File: src/rtl/ro_puf_pkg.sv
// ---------------------------------------------------------------------------
// ro_puf_pkg
// Shared definitions for the ring-oscillator PUF measurement logic:
//   - state_t      : measurement sequencer states
//   - DEF_*        : default timing constants (gate window, settle, clear)
//   - ro_sel()     : RO index helper, base + offset wrapped to the array size
// ---------------------------------------------------------------------------
package ro_puf_pkg;

   typedef enum logic [2:0] {
      S_IDLE,
      S_CLEAR,
      S_RUN,
      S_SETTLE,
      S_CAPTURE,
      S_DONE
   } state_t;

   localparam int unsigned DEF_WINDOW  = 1024;
   localparam int unsigned DEF_SETTLE  = 4;
   localparam int unsigned DEF_CLR_CYC = 2;

   // The array size is a power of two, so masking with num_ro-1 is the same
   // wrap as truncating the sum to SEL_W bits; callers truncate the result.
   function automatic logic [31:0] ro_sel(input logic [31:0] base,
                                          input logic [31:0] offset,
                                          input int unsigned num_ro);
      return (base + offset) & (num_ro - 32'd1);
   endfunction

endpackage

File: src/rtl/ro_puf_sequencer_if.sv
// ---------------------------------------------------------------------------
// ro_puf_sequencer_if
// Bundles the host/challenge side and the RO-datapath side of the sequencer.
//   Start, Challenge        : host request and base RO index
//   Busy, Valid             : status / one-cycle completion pulse
//   Response, Tie           : response word and per-bit tie flags
//   SelA, SelB              : RO mux selects for counters A and B
//   RoEnable, CntReset      : oscillator gate and counter clear
//   CountA, CountB          : frequency counter results
// Modports: slave = sequencer, master = host plus RO datapath.
// ---------------------------------------------------------------------------
interface ro_puf_sequencer_if #(
   parameter int unsigned SEL_W     = 4,
   parameter int unsigned CNT_SIZE  = 32,
   parameter int unsigned RESP_BITS = 8
);
   logic                 Start;
   logic [SEL_W-1:0]     Challenge;
   logic [CNT_SIZE-1:0]  CountA;
   logic [CNT_SIZE-1:0]  CountB;
   logic [SEL_W-1:0]     SelA;
   logic [SEL_W-1:0]     SelB;
   logic                 RoEnable;
   logic                 CntReset;
   logic                 Busy;
   logic                 Valid;
   logic [RESP_BITS-1:0] Response;
   logic [RESP_BITS-1:0] Tie;

   modport slave (
      input  Start, Challenge, CountA, CountB,
      output SelA, SelB, RoEnable, CntReset, Busy, Valid, Response, Tie
   );

   modport master (
      output Start, Challenge, CountA, CountB,
      input  SelA, SelB, RoEnable, CntReset, Busy, Valid, Response, Tie
   );
endinterface

File: src/rtl/ro_pair_compare.sv
// ---------------------------------------------------------------------------
// ro_pair_compare
// Combinational comparison of one RO pair's frequency counts.
//   count_a, count_b : unsigned counts
//   gt               : count_a > count_b
//   eq               : count_a == count_b
// ---------------------------------------------------------------------------
module ro_pair_compare #(
   parameter int unsigned CNT_SIZE = 32
) (
   input  logic [CNT_SIZE-1:0] count_a,
   input  logic [CNT_SIZE-1:0] count_b,
   output logic                gt,
   output logic                eq
);
   assign gt = (count_a > count_b);
   assign eq = (count_a == count_b);
endmodule

File: src/rtl/ro_puf_sequencer.sv
// ---------------------------------------------------------------------------
// ro_puf_sequencer
// Measurement controller for the RO PUF array. For each of RESP_BITS RO pairs
// it selects the pair, clears the counters, gates the oscillators for WINDOW
// cycles, waits SETTLE cycles and captures one response bit.
//   Clock : system clock
//   Reset : synchronous active-low reset
//   bus   : ro_puf_sequencer_if.slave (host + RO datapath signals)
// All outputs are registers; control outputs are decoded from the next state.
// ---------------------------------------------------------------------------
module ro_puf_sequencer
   import ro_puf_pkg::*;
#(
   parameter int unsigned CNT_SIZE  = 32,
   parameter int unsigned NUM_RO    = 16,
   parameter int unsigned SEL_W     = 4,
   parameter int unsigned RESP_BITS = 8,
   parameter int unsigned WINDOW    = DEF_WINDOW,
   parameter int unsigned SETTLE    = DEF_SETTLE,
   parameter int unsigned CLR_CYC   = DEF_CLR_CYC
) (
   input  logic                Clock,
   input  logic                Reset,
   ro_puf_sequencer_if.slave   bus
);

   localparam int unsigned MAX_DUR = (WINDOW > SETTLE) ?
                                     ((WINDOW > CLR_CYC) ? WINDOW : CLR_CYC) :
                                     ((SETTLE > CLR_CYC) ? SETTLE : CLR_CYC);
   localparam int unsigned T_W = $clog2(MAX_DUR + 1);
   localparam int unsigned K_W = (RESP_BITS > 1) ? $clog2(RESP_BITS) : 1;

   localparam logic [T_W-1:0] T_CLR    = T_W'(CLR_CYC - 1);
   localparam logic [T_W-1:0] T_WINDOW = T_W'(WINDOW - 1);
   localparam logic [T_W-1:0] T_SETTLE = T_W'(SETTLE - 1);
   localparam logic [K_W-1:0] K_LAST   = K_W'(RESP_BITS - 1);

   state_t               state_q, state_d;
   logic [T_W-1:0]       timer_q, timer_d;   // cycles left in current state
   logic [K_W-1:0]       k_q, k_d;           // current pair index
   logic [SEL_W-1:0]     base_q, base_d;
   logic [SEL_W-1:0]     sel_a_q, sel_a_d;
   logic [SEL_W-1:0]     sel_b_q, sel_b_d;
   logic [RESP_BITS-1:0] resp_q, resp_d;
   logic [RESP_BITS-1:0] tie_q, tie_d;
   logic                 ro_en_q, cnt_rst_q, busy_q, valid_q;
   logic                 cmp_gt, cmp_eq;

   ro_pair_compare #(.CNT_SIZE(CNT_SIZE)) u_cmp (
      .count_a (bus.CountA),
      .count_b (bus.CountB),
      .gt      (cmp_gt),
      .eq      (cmp_eq)
   );

   always_comb begin
      // NOTE: every variable gets its hold value first so no path leaves it
      // unassigned, which would otherwise infer a latch.
      state_d = state_q;
      timer_d = timer_q;
      k_d     = k_q;
      base_d  = base_q;
      sel_a_d = sel_a_q;
      sel_b_d = sel_b_q;
      resp_d  = resp_q;
      tie_d   = tie_q;

      unique case (state_q)
         S_IDLE: begin
            if (bus.Start) begin
               base_d  = bus.Challenge;
               k_d     = '0;
               resp_d  = '0;
               tie_d   = '0;
               sel_a_d = SEL_W'(ro_sel(32'(bus.Challenge), 32'd0, NUM_RO));
               sel_b_d = SEL_W'(ro_sel(32'(bus.Challenge), 32'd1, NUM_RO));
               timer_d = T_CLR;
               state_d = S_CLEAR;
            end
         end
         S_CLEAR: begin
            if (timer_q == '0) begin
               timer_d = T_WINDOW;
               state_d = S_RUN;
            end else begin
               timer_d = timer_q - 1'b1;
            end
         end
         S_RUN: begin
            if (timer_q == '0) begin
               timer_d = T_SETTLE;
               state_d = S_SETTLE;
            end else begin
               timer_d = timer_q - 1'b1;
            end
         end
         S_SETTLE: begin
            if (timer_q == '0) begin
               timer_d = '0;
               state_d = S_CAPTURE;
            end else begin
               timer_d = timer_q - 1'b1;
            end
         end
         S_CAPTURE: begin
            // A tie always yields a 0 response bit since gt is false.
            resp_d[k_q] = cmp_gt;
            tie_d[k_q]  = cmp_eq;
            if (k_q == K_LAST) begin
               state_d = S_DONE;
            end else begin
               k_d     = k_q + 1'b1;
               sel_a_d = SEL_W'(ro_sel(32'(base_q), (32'(k_q) + 32'd1) << 1, NUM_RO));
               sel_b_d = SEL_W'(ro_sel(32'(base_q), ((32'(k_q) + 32'd1) << 1) + 32'd1, NUM_RO));
               timer_d = T_CLR;
               state_d = S_CLEAR;
            end
         end
         S_DONE: begin
            state_d = S_IDLE;
         end
         default: begin
            state_d = S_IDLE;
         end
      endcase
   end

   // NOTE: state is updated with non-blocking assignments so every register
   // samples the pre-edge values, independent of statement order.
   always_ff @(posedge Clock) begin
      if (!Reset) begin
         // NOTE: the reset clears every flop here, including the response
         // registers, so no output is X once reset has been seen.
         state_q   <= S_IDLE;
         timer_q   <= '0;
         k_q       <= '0;
         base_q    <= '0;
         sel_a_q   <= '0;
         sel_b_q   <= '0;
         resp_q    <= '0;
         tie_q     <= '0;
         ro_en_q   <= 1'b0;
         cnt_rst_q <= 1'b1;
         busy_q    <= 1'b0;
         valid_q   <= 1'b0;
      end else begin
         state_q   <= state_d;
         timer_q   <= timer_d;
         k_q       <= k_d;
         base_q    <= base_d;
         sel_a_q   <= sel_a_d;
         sel_b_q   <= sel_b_d;
         resp_q    <= resp_d;
         tie_q     <= tie_d;
         // Decoding from the next state keeps these registered yet aligned
         // with the state they belong to.
         ro_en_q   <= (state_d == S_RUN);
         cnt_rst_q <= (state_d == S_CLEAR);
         busy_q    <= (state_d != S_IDLE);
         valid_q   <= (state_d == S_DONE);
      end
   end

   assign bus.SelA     = sel_a_q;
   assign bus.SelB     = sel_b_q;
   assign bus.RoEnable = ro_en_q;
   assign bus.CntReset = cnt_rst_q;
   assign bus.Busy     = busy_q;
   assign bus.Valid    = valid_q;
   assign bus.Response = resp_q;
   assign bus.Tie      = tie_q;

endmodule

File: src/flat_wrapper.sv
// flat-port wrapper written by rule: the top's interface ports become plain ports
module ro_puf_sequencer_flat import ro_puf_pkg::*;
#(
   parameter int unsigned CNT_SIZE  = 32,
   parameter int unsigned NUM_RO    = 16,
   parameter int unsigned SEL_W     = 4,
   parameter int unsigned RESP_BITS = 8,
   parameter int unsigned WINDOW    = DEF_WINDOW,
   parameter int unsigned SETTLE    = DEF_SETTLE,
   parameter int unsigned CLR_CYC   = DEF_CLR_CYC
)
  (Clock, Reset, bus_Start, bus_Challenge, bus_CountA, bus_CountB, bus_SelA, bus_SelB, bus_RoEnable, bus_CntReset, bus_Busy, bus_Valid, bus_Response, bus_Tie);
  ro_puf_sequencer_if #(.SEL_W(SEL_W), .CNT_SIZE(CNT_SIZE), .RESP_BITS(RESP_BITS)) bus_i ();
  input  logic Clock;
  input  logic Reset;
  input wire logic [$bits(bus_i.Start)-1:0] bus_Start;
  input wire logic [$bits(bus_i.Challenge)-1:0] bus_Challenge;
  input wire logic [$bits(bus_i.CountA)-1:0] bus_CountA;
  input wire logic [$bits(bus_i.CountB)-1:0] bus_CountB;
  output wire logic [$bits(bus_i.SelA)-1:0] bus_SelA;
  output wire logic [$bits(bus_i.SelB)-1:0] bus_SelB;
  output wire logic [$bits(bus_i.RoEnable)-1:0] bus_RoEnable;
  output wire logic [$bits(bus_i.CntReset)-1:0] bus_CntReset;
  output wire logic [$bits(bus_i.Busy)-1:0] bus_Busy;
  output wire logic [$bits(bus_i.Valid)-1:0] bus_Valid;
  output wire logic [$bits(bus_i.Response)-1:0] bus_Response;
  output wire logic [$bits(bus_i.Tie)-1:0] bus_Tie;
  assign bus_i.Start = bus_Start;
  assign bus_i.Challenge = bus_Challenge;
  assign bus_i.CountA = bus_CountA;
  assign bus_i.CountB = bus_CountB;
  assign bus_SelA = bus_i.SelA;
  assign bus_SelB = bus_i.SelB;
  assign bus_RoEnable = bus_i.RoEnable;
  assign bus_CntReset = bus_i.CntReset;
  assign bus_Busy = bus_i.Busy;
  assign bus_Valid = bus_i.Valid;
  assign bus_Response = bus_i.Response;
  assign bus_Tie = bus_i.Tie;
  ro_puf_sequencer #(.CNT_SIZE(CNT_SIZE), .NUM_RO(NUM_RO), .SEL_W(SEL_W), .RESP_BITS(RESP_BITS), .WINDOW(WINDOW), .SETTLE(SETTLE), .CLR_CYC(CLR_CYC)) u_core (.Clock(Clock), .Reset(Reset), .bus(bus_i));
endmodule
File: config.mk
export PLATFORM = sky130hd
export DESIGN_NAME = ro_puf_sequencer_flat
export DESIGN_NICKNAME = d
export VERILOG_FILES = /design/src/rtl/ro_puf_pkg.sv /design/src/rtl/ro_puf_sequencer_if.sv /design/src/rtl/ro_pair_compare.sv /design/src/rtl/ro_puf_sequencer.sv /design/src/flat_wrapper.sv
export SDC_FILE = /design/constraint.sdc
export NUM_CORES = 1
export LEC_CHECK = 0
export CORE_UTILIZATION = 45
export DETAILED_ROUTE_END_ITERATION = 12
export GPL_TIMING_DRIVEN = 0
export PLACE_DENSITY_LB_ADDON = 0.12
export SYNTH_ARGS = -nofsm -noshare
export SYNTH_HDL_FRONTEND = slang
export SYNTH_HIERARCHICAL = 1
export SYNTH_SLANG_ARGS = --single-unit
File: constraint.sdc
create_clock -name Clock -period 4.8 [get_ports Clock]
set_clock_uncertainty 0.05 [all_clocks]
set_input_delay 0.72 -clock Clock [delete_from_list [all_inputs] [get_ports Clock]]
set_output_delay 0.72 -clock Clock [all_outputs]
set_load 0.1 [all_outputs]
==> impl_results.md <==
* Cell with the most instances after synthesis: dfxtp_1
* Largest net degree at the start of global routing at 17
* Wire per inst at about 14 um
* Share of synthesized flip-flops with an asynchronous set or reset at 0%
* Yosys reg bits at just under 50
* Post-DRT Antenna Nets at 0
* Setup TNS at 0 ns
* Setup Fix Bufs, Post-CTS at 0
* Synth cell types at 69
* Cell taking the most area after synthesis: dfxtp_1
* CTS H-tree lvls at 2
* Final Cycle Share at approximately 64%
* Top cells by count, synth: dfxtp_1 (49), nand2_1 (40), ha_1 (39), inv_1 (39), nand3_1 (26)
* Area of the multi-input gates at 2271 um2
* Vias per cell at roughly 5.6
* Nature of the critical path endpoint: flip-flop
* FMAX at ~330 MHz
* Synth Instances at roughly 410
* Synth Net Count at around 530
* Clk buf depth at 2
* Register area at 980.9 um2
* Slew HR at about 32%
* Max VDD drop at a little under 0.2 mV
* Share of cells above drive strength 1 at ~6%
* Initial antenna violation count at 0
* Critical path required time at 4.97 ns
* Remaining Overflow, GRT at 0
* Total core area at 7370 um2
* Minimum clock period at just over 3 ns
* CTS root buf: clkbuf_8
* RSZ-0062 raised after global routing: no
* Pre-antenna DRT Iters at 5
* EDFF count, synth at 0
* DP Wirelength at roughly 7000 um
* DRC viols at 0
* Die H at roughly 90 um
* Overall Global Routing Usage at around 23%
* I/O pins at a little under 100
* Final nets at 630
* Clock slew seen by the registers of the worst setup and hold paths at 0.10 ns
* Die area at around 8100 um2
* Status: completed
* Area grow syn2layout at 34.72%
* Leakage Power at 1.919 nW
* Hold WC Path Type: reg2reg
* Top cells by area, synth: dfxtp_1 (28%), ha_1 (14%), nand2_1 (4.3%), inv_1 (4.2%), nand3_1 (3.7%)
* DRT iter0 DRCs at 139
* Starting density of the core at a little under half
* Area share of the largest cell type after synthesis at approximately 28%
* CTS Buf Count at 5
* PnR Total Power at roughly 1.8 mW
* Total number of vias at 3450
* Synthesized area at 3471 um2
* Slew Viols, Final at 0
* Final wirelength at ~8900 um
* Post-CTS Resized at 0
* I/O Buffers at 98
* Arrival time of the worst setup path at around 3.2 ns
* Worst setup path category: in2reg
* Cts hold-fix bufs at 0
* Crit-path max FO at 9
* Vias in the first global route at approximately 3300
* Num rows at 31
* Worst-Margin Slew at 1.013 ns
* Antenna Cells at 0
* Final core area utilization at ~63%
* Max Cap Viol at 0
* Clock latency at the later pin of the worst-skew pair at between 0.3 and 0.4 ns
* Final Hold Vio Count at 0
* Power per cell area at just under 400 nW/um2
* TritonCTS clock tree: built
* Placer congestion estimate at between 0.8 and 0.9
* Setup Viol. Count Final at 0
* Chip width at around 90 um
* Mean Syn Cell Area at approximately 8.4 um2
* Fill count at 650
* YS warnings at 6
* CTS sink cnt at 49
* Register area share after synthesis at approximately 28%
* Synth Flop Type: dfxtp_1
* First-pass GRT wire length at roughly 15000 um
* Worst Setup Start Kind: input port
[final timing paths]
kind / from / to / slack (ns) / cells after the start
hold / removal: u_core/bus.SelB[2]$_SDFFE_PN0P_ / u_core/bus.SelB[2]$_SDFFE_PN0P_ / 0.42 / 2
hold reg to reg: u_core/bus.SelB[2]$_SDFFE_PN0P_ / u_core/bus.SelB[2]$_SDFFE_PN0P_ / 0.42 / 2
setup / recovery: bus_CountB[30] / u_core/bus.Response[1]$_SDFFE_PN0P_ / 1.75 / 10
setup reg to reg: u_core/state_q[1]$_SDFF_PN0_ / u_core/timer_q[3]$_SDFFE_PN0P_ / 2.34 / 6
[layer usage]
metal / routed length (um) / track usage, %
met5: 0 / 0
met4: 242 / 8.470
met3: 419 / 3.723
met2: 4393 / 39.29
met1: 3882 / 28.09
[stage by stage]
step	cells	worst slack [ns]	hold slack, ns	instance area, um2
after detailed placement	610	1.408	0.4039	4576
after global placement	610	1.414	0.4060	4576
after global routing	618	1.573	0.4450	4676
final	618	1.746	0.4156	4676
after CTS	618	1.738	0.4177	4676
after floorplan	413	2.304	0.3988	3471
[layout by cell type, fill, tap and decap left out, types with 4 or more instances in the layout]
cell type	netlist	final
clkbuf_8	0	6
dfxtp_1	49	49
clkbuf_1	14	14
nand2_1	40	40
a31oi_1	11	11
and2_1	5	5
nand2b_1	5	5
o21ai_0	9	9
and3_1	4	4
nor2b_1	13	13
xnor2_1	5	5
ha_1	39	39
a21oi_1	21	21
nor4_1	4	4
mux2i_1	6	6
a21o_1	5	5
nand3_1	26	26
and4_1	7	7
clkdlybuf4s50_1	0	98
a21boi_0	11	11
nand4_1	7	7
inv_1	39	39
nor2_1	14	14
nor3_1	7	7
o211ai_1	5	5
[where the power goes]
group          internal, mW  switching (mW)
sequential            0.474          0.0626
clock                 0.120           0.150
combinational         0.379           0.622
total                 0.973           0.835
[critical path, stage by stage]
cell and delay, ns:
clkdlybuf4s50_1 0.45, inv_1 0.04, ha_1 0.32, nand4_2 0.18, nor4_4 0.36, and3_1 0.42, a31oi_1 0.23, and4_1 0.28
a31oi_1 0.16, nor2b_1 0.06
[registers in the layout (all words and copies together), names as in the netlist]
name / cells
u_core/base_q: 4
u_core/bus.Busy: 1
u_core/bus.CntReset: 1
u_core/bus.Response: 8
u_core/bus.RoEnable: 1
u_core/bus.SelA: 4
u_core/bus.SelB: 4
u_core/bus.Tie: 8
u_core/bus.Valid: 1
u_core/k_q: 3
u_core/state_q: 3
u_core/timer_q: 11
[cell families (layout without fill, tap and decap cells)]
logic type,Yosys count,in the layout,synth area share [%]
flip-flops,49,49,28.26
multiplexers,6,6,1.730
AO/OA/AOI/OAI,100,100,20.66
AND/OR/NAND/NOR,154,154,26.06
buffers and inverters,56,162,6.308
XOR/XNOR,7,7,1.766
adder cells (fa/ha/maj),41,41,15.21
[area by class of cell]
class,instances,share of cell area [%]
Multi-Input combinational cell,308,48.57
Sequential cell,49,20.98
Timing Repair Buffer,98,20.98
Inverter,39,3.131
Tap cell,99,2.649
Clock buffer,6,1.766
Buffer,17,1.552
Clock inverter,2,0.3746
No activity file was read; power rests on OpenSTA's default activity.
